===== src/rtl/spi_pkg.sv =====
// Shared SPI definitions: opcodes and master state encoding.
// Imported by both the SPI master and the slave.
package spi_pkg;

  localparam logic [1:0] OP_WR_ADDR = 2'b00;
  localparam logic [1:0] OP_WR_DATA = 2'b01;
  localparam logic [1:0] OP_RD_ADDR = 2'b10;
  localparam logic [1:0] OP_RD_DATA = 2'b11;

  localparam int unsigned CMD_BITS = 10;
  localparam int unsigned RD_BITS  = 8;

  typedef enum logic [2:0] {
    S_IDLE,
    S_CMD,
    S_TURN,
    S_READ,
    S_GAP
  } spi_state_e;

endpackage


===== src/rtl/spi_sync2.sv =====
// Two-flop synchronizer for the MISO line.
// Only instantiated when SPI_MASTER_MISO_SYNC_EN is defined.
module spi_sync2 (
  input  logic clk,
  input  logic reset,
  input  logic d,
  output logic q
);

  logic s1_q;
  logic s2_q;

  // Two back-to-back flops bring MISO into the clk domain
  always_ff @(posedge clk or posedge reset) begin
    if (reset) begin
      s1_q <= 1'b0;
      s2_q <= 1'b0;
    end else begin
      s1_q <= d;
      s2_q <= s1_q;
    end
  end

  assign q = s2_q;

endmodule


===== src/rtl/spi_master.sv =====
// SPI master: 10-bit command out, optional 8-bit read back.
// Define SPI_MASTER_MISO_SYNC_EN to synchronize MISO (adds 2 turn cycles).
module spi_master
  import spi_pkg::*;
#(
  parameter int unsigned TURN_CYCLES = 2,
  parameter int unsigned GAP_CYCLES  = 2
) (
  input  logic       clk,
  input  logic       reset,
  input  logic       start,
  input  logic [9:0] frame,
  output logic       busy,
  output logic       done,
  output logic [7:0] rd_data,
  output logic       rd_valid,
  output logic       SS_n,
  output logic       MOSI,
  input  logic       MISO
);

`ifdef SPI_MASTER_MISO_SYNC_EN
  localparam int unsigned TURN_LEN = TURN_CYCLES + 2;
`else
  localparam int unsigned TURN_LEN = TURN_CYCLES;
`endif

  spi_state_e state_q, state_d;
  logic [4:0] cnt_q, cnt_d;
  logic [9:0] cmd_q, cmd_d;
  logic [1:0] op_q, op_d;
  logic [7:0] rx_q, rx_d;
  logic [7:0] rd_data_q, rd_data_d;
  logic       done_q, done_d;
  logic       rd_valid_q, rd_valid_d;
  logic       miso_s;

`ifdef SPI_MASTER_MISO_SYNC_EN
  spi_sync2 u_sync (
    .clk   (clk),
    .reset (reset),
    .d     (MISO),
    .q     (miso_s)
  );
`else
  assign miso_s = MISO;
`endif

  // State register and datapath flops
  always_ff @(posedge clk or posedge reset) begin
    if (reset) begin
      state_q    <= S_IDLE;
      cnt_q      <= '0;
      cmd_q      <= '0;
      op_q       <= '0;
      rx_q       <= '0;
      rd_data_q  <= '0;
      done_q     <= 1'b0;
      rd_valid_q <= 1'b0;
    end else begin
      state_q    <= state_d;
      cnt_q      <= cnt_d;
      cmd_q      <= cmd_d;
      op_q       <= op_d;
      rx_q       <= rx_d;
      rd_data_q  <= rd_data_d;
      done_q     <= done_d;
      rd_valid_q <= rd_valid_d;
    end
  end

  // Next-state logic; done/rd_valid are set on the edge into GAP
  always_comb begin
    state_d    = state_q;
    cnt_d      = cnt_q;
    cmd_d      = cmd_q;
    op_d       = op_q;
    rx_d       = rx_q;
    rd_data_d  = rd_data_q;
    done_d     = 1'b0;
    rd_valid_d = 1'b0;
    unique case (state_q)
      S_IDLE: begin
        if (start) begin
          cmd_d   = frame;
          op_d    = frame[9:8];
          cnt_d   = '0;
          state_d = S_CMD;
        end
      end
      S_CMD: begin
        cmd_d = {cmd_q[8:0], 1'b0};
        cnt_d = cnt_q + 5'd1;
        if (cnt_q == 5'(CMD_BITS - 1)) begin
          cnt_d = '0;
          if (op_q == OP_RD_DATA) begin
            state_d = (TURN_LEN == 0) ? S_READ : S_TURN;
          end else begin
            state_d = S_GAP;
            done_d  = 1'b1;
          end
        end
      end
      S_TURN: begin
        cnt_d = cnt_q + 5'd1;
        if (cnt_q == 5'(TURN_LEN - 1)) begin
          cnt_d   = '0;
          state_d = S_READ;
        end
      end
      S_READ: begin
        rx_d  = {rx_q[6:0], miso_s};
        cnt_d = cnt_q + 5'd1;
        if (cnt_q == 5'(RD_BITS - 1)) begin
          cnt_d      = '0;
          rd_data_d  = {rx_q[6:0], miso_s};
          state_d    = S_GAP;
          done_d     = 1'b1;
          rd_valid_d = 1'b1;
        end
      end
      S_GAP: begin
        cnt_d = cnt_q + 5'd1;
        if (cnt_q == 5'(GAP_CYCLES - 1)) begin
          cnt_d   = '0;
          state_d = S_IDLE;
        end
      end
      default: begin
        state_d = S_IDLE;
      end
    endcase
  end

  assign SS_n     = !(state_q == S_CMD ||
                      state_q == S_TURN ||
                      state_q == S_READ);
  assign MOSI     = (state_q == S_CMD) & cmd_q[9];
  assign busy     = (state_q != S_IDLE);
  assign done     = done_q;
  assign rd_valid = rd_valid_q;
  assign rd_data  = rd_data_q;

endmodule


===== config.mk =====
export PLATFORM = sky130hd
export DESIGN_NAME = spi_master
export DESIGN_NICKNAME = d
export VERILOG_FILES = /design/src/rtl/spi_pkg.sv /design/src/rtl/spi_sync2.sv /design/src/rtl/spi_master.sv
export SDC_FILE = /design/constraint.sdc
export NUM_CORES = 1
export LEC_CHECK = 0
export BUFFER_PORTS_ARGS = -buffer_cell sky130_fd_sc_hd__buf_2
export CAP_MARGIN = 20
export CORE_ASPECT_RATIO = 1.4
export CORE_MARGIN = 5
export CORE_UTILIZATION = 28
export DETAILED_ROUTE_END_ITERATION = 8
export REMOVE_ABC_BUFFERS = 1
export SYNTH_ARGS = -nofsm -noshare
export SYNTH_HDL_FRONTEND = slang
export SYNTH_SLANG_ARGS = --single-unit

===== constraint.sdc =====
create_clock -name clk -period 3.15 [get_ports clk]
set_input_delay 0.63 -clock clk [delete_from_list [all_inputs] [get_ports clk]]
set_output_delay 0.63 -clock clk [all_outputs]
set_load 0.02 [all_outputs]

# Yosys cells after proc, flatten, opt, wreduce, memory -nomap -nowiden
# Index checks and enable logic that the tools add are counted.
word_totals:
  mem_bits_ro: 0
  ramBits: 0
  elab_cells: 55
  latchBits: 0
  regBits: 37
  n_memories: 0
  inputBits: 14
op_classes:
  n_mux: 19
  shifts: 0
  bitwise: 1
  n_mul: 0
  n_reduce_logical: 13
  n_addsub: 1
  div_mod_pow: 0
  eq_ne: 13
  n_lt_le_gt_ge: 0
op_table:
  columns: ["op", "count"]
  rows:
  - ["two-way mux 5 bit", 4]
  - ["case mux 10 bit (2 select lines)", 1]
  - ["case mux 5 bit (4 select lines)", 1]
  - ["two-way mux 3 bit", 6]
  - ["case mux 3 bit (5 select lines)", 1]
  - ["two-way mux 10 bit", 1]
  - ["inequality test 2 bit (second input constant)", 5]
  - ["AND reduction 2 bit", 4]
  - ["equality test 3 x 2 -> 1 bit (second input constant)", 2]
  - ["adder 5 x 1 -> 5 bit (second input constant)", 1]
  - ["equality test 5 x 1 -> 1 bit (second input constant)", 1]
  - ["equality test 5 x 3 -> 1 bit (second input constant)", 1]
  - ["equality test 5 x 4 -> 1 bit (second input constant)", 1]
  - ["AND reduction 5 bit", 1]
  - ["two-way mux 1 bit", 4]
  - ["nonzero test 4 bit", 1]
  - ["equality test 3 x 1 -> 1 bit (second input constant)", 1]
  - ["equality test 3 bit (second input constant)", 1]
  - ["zero test 3 bit", 1]
  - ["nonzero test 3 bit", 1]
  - ["equality test 2 bit (second input constant)", 1]
  - ["logical OR 1 bit", 2]
  - ["case mux 1 bit (2 select lines)", 1]
  - ["nonzero test 2 bit", 1]
  - ["other kinds (3)", 3]

# Logic depth before layout (Yosys ltp)
# Gate-level depths: netlist (run 1).
logic_depth:
  ltp_word: 4
  mapped_depth: 6
  depth_no_buf: 6

# Least setup slack after synthesis (run 1)
# No wires, ideal clock.
synth_path:
  path_type: "flip-flop to output port"
  start: "register state_q[0]"
  end: "output MOSI"
  path_stages_with_launch: 6
  t_arrival_ps: 1224
  slack_ps: 1296
  path_buffers: 2
  cell_sequence: "dfrtp_1 > buf_2 > nor2b_1 > nor2b_1 > buf_2 > and2_1"
synth_via:
  elab_chain_cells: 2
synth_rtl:
  columns: ["item", "line", "source"]
  rows:
  - ["from (decl)", "spi_master.sv:28", "spi_state_e state_q, state_d;"]
  - ["from (signal assigned)", "spi_master.sv:61", "state_q <= state_d;"]
  - ["equality test 3 x 1 -> 1 bit", "spi_master.sv:138", "assign MOSI = (state_q == S_CMD) & cmd_q[9];"]
  - ["AND 1 bit", "spi_master.sv:138", null]
  - ["to (decl)", "spi_master.sv:18", "output logic MOSI,"]
# Every way passes these cells.

# Worst setup path in the final report (run 1)
# Ends and elaborated chain as after synthesis.

==> results.sh, run 1 <==
export IMPL_status="complete, no violations"
export IMPL_slowest_delay_ns=0.56
export IMPL_hold_viol=0
export IMPL_clock_fmax_mhz=434
export IMPL_routabilityCongestion=0.748
export IMPL_h_tree_depth=2
export IMPL_synth_seq_cells=37
export IMPL_die_h_um=102
export IMPL_clock_latency_ns=0.29
export IMPL_cp_arrival_ns=1.67
export IMPL_antenna_cells=0
export IMPL_row_count=33
export IMPL_post_cts_buffers=0
export IMPL_cts_clk_slew_worst_paths_ns=0.08
export IMPL_drtPass1Iterations=4
export IMPL_cpMostUsedCell="nor2b_1"
export IMPL_place_hpwl_mm=2.47
export IMPL_hp_class="primary input to asynchronous set/reset pin"
export IMPL_detail_route_antenna_nets=0
export IMPL_crit_path_cell_trace="nor2b_1 -> nor2b_1 -> buf_4 -> and2_1 -> buf_2"
export IMPL_cp_num_buf_inv=2
export IMPL_route_detailed_drc=0
export IMPL_die_w_um=75.9
export IMPL_grt_pass1_vias=1207
export IMPL_io_pin_count=27
export IMPL_crit_fanout=10
export IMPL_pre_cts_ws_ns=1.16
export IMPL_ys_flop_type="dfrtp_1"
export IMPL_yosysUniqueCellTypes=35
export IMPL_instances_no_fill=252
export IMPL_critPathSlowestCell="dfrtp_1"
export IMPL_area_growth_synth_to_final_pct=19.3
export IMPL_combinationalPowerShare=0.404
export IMPL_fillers=613
export IMPL_setup_viol_count_final=0
export IMPL_finClkSkew_ns=0.00960
export IMPL_clock_sinks=37
export IMPL_syn_instance_count=151
export IMPL_clkPwrFrac=0.214
export IMPL_cp_startpoint="state_q[0]"
export IMPL_cts_hold_buf=0
export IMPL_r2r_start="cnt_q[1]"
export IMPL_crit_path_start_kind="register"
export IMPL_start_util=0.288
export IMPL_clk_path_buf_depth=2
export IMPL_p_sw_w=0.000764
export IMPL_rsz0062_at_grt="no"
export IMPL_rrSetupSlack_ns=1.24
export IMPL_async_reset_ff_frac=1.00
export IMPL_seqPwrFrac=0.382
export IMPL_drive_gt1_frac=0.324
export IMPL_multi_input_area_um2=723
export IMPL_fin_util=0.344
export IMPL_slew_headroom=0.660
export IMPL_wl_mm=3.36
export IMPL_intPower_w=0.00127
export IMPL_rr_endpoint="cnt_q[1]"
export IMPL_cts_root_buf="clkbuf_8"
export IMPL_critPathKind="register to primary output"
export IMPL_p_per_area_nw_per_um2=1000
export IMPL_avgSynthCellArea_um2=11.3
export IMPL_cts_resized=0
export IMPL_synth_area_um2=1700
export IMPL_drv_slew=0
export IMPL_viasPerCell=4.89
export IMPL_grt_total_usage=0.0962
export IMPL_placedCellCount=244
export IMPL_drt_initial_drc_count=84
export IMPL_layout_nets=197
export IMPL_hold_ws_ns=0.433
export IMPL_die_area_um2=7750
export IMPL_p_leak_nw=1.01
export IMPL_gr_total_overflow=0
export IMPL_grt_busiest_layer="met2"
export IMPL_io_buffers=26
export IMPL_cts_buffers=5
export IMPL_maxCapViolations=0
export IMPL_ys_seq_area_frac=0.545
export IMPL_cts_tree="done"
export IMPL_seq_area_um2=926
export IMPL_critPathCaptureType="primary output"
export IMPL_ir_drop_uv=262
export IMPL_grt_pass1_wl_mm=5.67
export IMPL_grt_met3_usage=0.0315
export IMPL_switching_share=0.377
export IMPL_yosysWarnings=0
export IMPL_crit_required_ns=2.52
export IMPL_coreArea_um2=5900
export IMPL_grtUsageMet2=0.164
export IMPL_cpLargestDelayFamily="flip-flops"
export IMPL_synth_edff_count=0
export IMPL_postLayoutSetupSlackWorst_ns=0.845
export IMPL_period_minus_slack_ns=2.30
export IMPL_routed_via_count=1233
export IMPL_setup_tns_ns=0
export IMPL_r2r_cells=6
export IMPL_wl_per_cell_um=13.3
export IMPL_antenna_found_initial=0
export IMPL_grt_util_met1=0.108
export IMPL_tightest_slew_ns=0.509
export IMPL_min_period_over_period=0.732
export IMPL_grt_max_degree=38
==> cell usage in the layout, fill, tap and decap left out, drive strengths merged, types with 2 or more instances in the layout <==
master,n
mux2i,2
a31oi,2
dfrtp,37
mux2,15
a221o,2
and2,3
nand3b,2
ha,2
nor2,15
buf,28
and3,4
and4bb,2
nor2b,2
nor3,7
nand3,4
a21oi,3
inv,7
o21ai,4
nand2,12
o22ai,7
nand2b,2
clkbuf,6
a21o,2
==> stage by stage <==
stage | cell area (µm²) | power [W]
finish | 2030 | 0.00203
global route | 2030 | 0.00220
CTS | 2030 | 0.00206
detailed placement | 1910 | 0.00162
global placement | 1910 | 0.00160
floorplan | 1680 | 0.00139
==> synth_stat cells, types with 2 or more instances <==
library cell / instances / area (µm²)
a21o_1: 2 / 15.0
a21oi_1: 3 / 15.0
a221o_1: 2 / 20.0
a31oi_1: 2 / 12.5
and2_1: 3 / 18.8
and3_1: 4 / 25.0
and4bb_2: 2 / 25.0
buf_2: 5 / 25.0
dfrtp_1: 37 / 926
ha_1: 2 / 25.0
inv_1: 6 / 22.5
mux2_2: 15 / 169
mux2i_1: 2 / 20.0
nand2_1: 12 / 45.0
nand2b_1: 2 / 12.5
nand3_1: 4 / 20.0
nand3b_1: 2 / 15.0
nor2_1: 14 / 52.6
nor2b_1: 2 / 12.5
nor3_1: 6 / 30.0
o21ai_0: 4 / 20.0
o22ai_1: 7 / 43.8
==> flip-flops by register name (all words and copies together) (netlist names) <==
signal / flops
rd_data: 8
cnt_q: 5
cmd_q: 10
rx_q: 7
rd_valid: 1
op_q: 2
state_q: 3
done: 1
==> layout make-up <==
class,count,share of cell area
sequential,37,0.457
multi-input combinational,102,0.357
timing repair buffer,28,0.0716
tap,70,0.0432
clock buffer,6,0.0407
clock inverter,2,0.0185
inverter,7,0.0130
==> metal layers <==
| metal | part of all wire | up-vias | wire, µm |
|---|---|---|---|
| met1 | 0.42 | 602 | 1400 |
| li1 | - | 604 | - |
| met5 | 0 | - | 0 |
| met3 | 0.062 | 6 | 210 |
| met2 | 0.50 | 21 | 1680 |
| met4 | 0.020 | 0 | 66 |
==> power by group through the flow <==
stage / Sequential [W] / Clock, W / Combinational, W
floorplan: 0.000763 / 0 / 0.000626
global placement: 0.000778 / 0 / 0.000825
detailed placement: 0.000784 / 0 / 0.000836
CTS: 0.000775 / 0.000448 / 0.000837
global route: 0.000805 / 0.000468 / 0.000930
finish: 0.000775 / 0.000434 / 0.000821
==> tightest hold or removal path: stages <==
cell and delay (ns):
buf_2 0.09, inv_1 0.04, buf_4 0.40
==> worst max-delay path by stage <==
stage / to / cells past startpoint
detailed placement: MOSI / 5
global route: MOSI / 5
floorplan: MOSI / 3
finish: MOSI / 5
CTS: MOSI / 5
global placement: MOSI / 5
==> cell families after synthesis <==
kind of cell               after synthesis  synth area share
and+or+nand+nor                         58             0.191
DFF                                     37             0.545
AOI/OAI and AO/OA                       24            0.0949
muxes                                   18             0.124
buffers and inverters                   12            0.0302
adders and majority gates                2            0.0147
Power figures use the tool's default switching activity.
==> run 2, diff against run 1 <==
==> constraint.sdc (replaced) <==
create_clock -name clk -period 2.3 [get_ports clk]
set_input_delay 0.46 -clock clk [delete_from_list [all_inputs] [get_ports clk]]
set_output_delay 0.46 -clock clk [all_outputs]
set_load 0.02 [all_outputs]
==> run 2 against run 1 <==
  * Clock power shrank 7.4%
  * Sequential share of layout area grew 0.89 points
  * Routed wire length grew 0.42%
  * Combinational power grew 39%
  * Critical endpoint unchanged
  * Largest cell class unchanged
  * Highest routed layer unchanged
==> results.sh, run 2 (synthesis gave the netlist of run 1 again) <==
export IMPL_clock_sinks=37
export IMPL_drv_slew=0
export IMPL_rsz0062_at_grt="no"
export IMPL_crit_required_ns=1.84
export IMPL_maxCapViolations=0
export IMPL_layout_nets=198
export IMPL_p_leak_nw=1.00
export IMPL_h_tree_depth=2
export IMPL_drt_initial_drc_count=42
export IMPL_layout_commonest_cell="dfrtp_1"
export IMPL_drive_gt1_frac=0.320
export IMPL_wl_mm=3.38
export IMPL_coreArea_um2=5900
export IMPL_final_cell_mix="dfrtp_1 (37), buf_2 (26), mux2_2 (15)"
export IMPL_crit_fanout=10
export IMPL_design_area_um2=1990
export IMPL_slew_headroom=0.673
export IMPL_min_period_over_period=0.907
export IMPL_antenna_found_initial=0
export IMPL_clk_path_buf_depth=2
export IMPL_post_cts_buffers=0
export IMPL_status="complete, no violations"
export IMPL_cts_buffers=5
export IMPL_die_w_um=75.9
export IMPL_grt_max_degree=38
export IMPL_place_hpwl_mm=2.47
export IMPL_regMostFlops="cmd_q"
export IMPL_finClkSkew_ns=0.00485
export IMPL_wl_per_cell_um=13.5
export IMPL_period_minus_slack_ns=2.09
export IMPL_cts_resized=0
export IMPL_start_util=0.288
export IMPL_cp_arrival_ns=1.63
export IMPL_detail_route_antenna_nets=0
export IMPL_placed_area_um2=1920
export IMPL_die_area_um2=7750
export IMPL_tightest_slew_ns=0.489
export IMPL_clock_latency_ns=0.28
export IMPL_hp_class="primary input to asynchronous set/reset pin"
export IMPL_cts_hold_buf=0
export IMPL_row_count=33
export IMPL_critPathKind="register to primary output"
export IMPL_gr_total_overflow=0
export IMPL_fillers=621
export IMPL_drtPass1Iterations=4
export IMPL_critPathSlowestCell="dfrtp_1"
export IMPL_grt_pass1_vias=1277
export IMPL_p_per_area_nw_per_um2=1320
export IMPL_hold_viol=0
export IMPL_rrSetupSlack_ns=0.40
export IMPL_cpMostUsedCell="nor2b_1"
export IMPL_route_detailed_drc=0
export IMPL_die_h_um=102
export IMPL_cts_clk_slew_worst_paths_ns=0.06
export IMPL_largest_reg_flops=10
export IMPL_antenna_cells=0
export IMPL_clock_fmax_mhz=479
export IMPL_viasPerCell=4.86
export IMPL_crit_path_start_kind="register"
export IMPL_area_growth_synth_to_final_pct=17.0
export IMPL_io_buffers=26
export IMPL_routabilityCongestion=0.822
export IMPL_setup_viol_count_final=0
export IMPL_critPathCaptureType="primary output"
export IMPL_slowest_delay_ns=0.56
export IMPL_grt_total_usage=0.0977
export IMPL_crit_path_cell_trace="nor2b_1 -> nor2b_1 -> and2_1 -> buf_2"
export IMPL_io_pin_count=27
export IMPL_cts_tree="done"
export IMPL_ir_drop_uv=348
export IMPL_setup_tns_ns=0
export IMPL_grt_pass1_wl_mm=5.78
export IMPL_routed_via_count=1220
export IMPL_cts_root_buf="clkbuf_8"
[run 2: layer usage]
layer  part of all wire  vias to the layer above  GRT usage
met5                  0                        -          0
met4              0.024                        0     0.0485
met3              0.054                        4     0.0295
met2               0.52                       20      0.167
met1               0.41                      599      0.107
li1                   -                      597          -
[run 2: final cells by class]
type | instances | area [µm²] | area share
Tap cell | 70 | 87.6 | 0.0440
Clock inverter | 1 | 5.00 | 0.00252
Inverter | 7 | 26.3 | 0.0132
Clock buffer | 5 | 68.8 | 0.0346
Multi-Input combinational cell | 102 | 723 | 0.364
Sequential cell | 37 | 926 | 0.465
Timing Repair Buffer | 29 | 153 | 0.0767
[run 2: stage by stage]
| stage | power (W) | hold WS [ns] | std cells | setup WS (ns) | utilization |
|---|---|---|---|---|---|
| after detailed placement | 0.00225 | 0.466 | 245 | 0.385 | 0.324 |
| after global placement | 0.00222 | 0.452 | 245 | 0.404 | 0.324 |
| after CTS | 0.00267 | 0.290 | 251 | 0.169 | 0.337 |
| after floorplan | 0.00190 | 0.441 | 146 | 0.421 | - |
| final | 0.00262 | 0.276 | 251 | 0.214 | 0.337 |
| after global routing | 0.00286 | 0.336 | 251 | 0.0721 | 0.337 |
[run 2: path summary, 6_finish.rpt]
path,from,endpoint,depth (start not counted)
max reg2reg,cnt_q[1],cnt_q[1],6
max,state_q[0],MOSI,4
max in group asynchronous,reset,rd_valid,3
min in group clk,frame[0],cmd_q[0],3
min,reset,rd_data[7],3
min reg2reg,op_q[0],op_q[0],1
[run 2: power breakdown]
part	switching (W)	total [W]	leakage (nW)	internal (W)
clock	0.000203	0.000402	0.0399	0.000199
combinational	0.000620	0.00114	0.481	0.000521
sequential	0.000209	0.00107	0.481	0.000866
total	0.00103	0.00262	1.00	0.00159
[run 2: critical path: cells and delay by family, from the launching register on]
| kind | cells | cell delay [ns] |
|---|---|---|
| simple gates | 3 | 0.64 |
| buf+inv | 1 | 0.15 |
| flops | 1 | 0.56 |
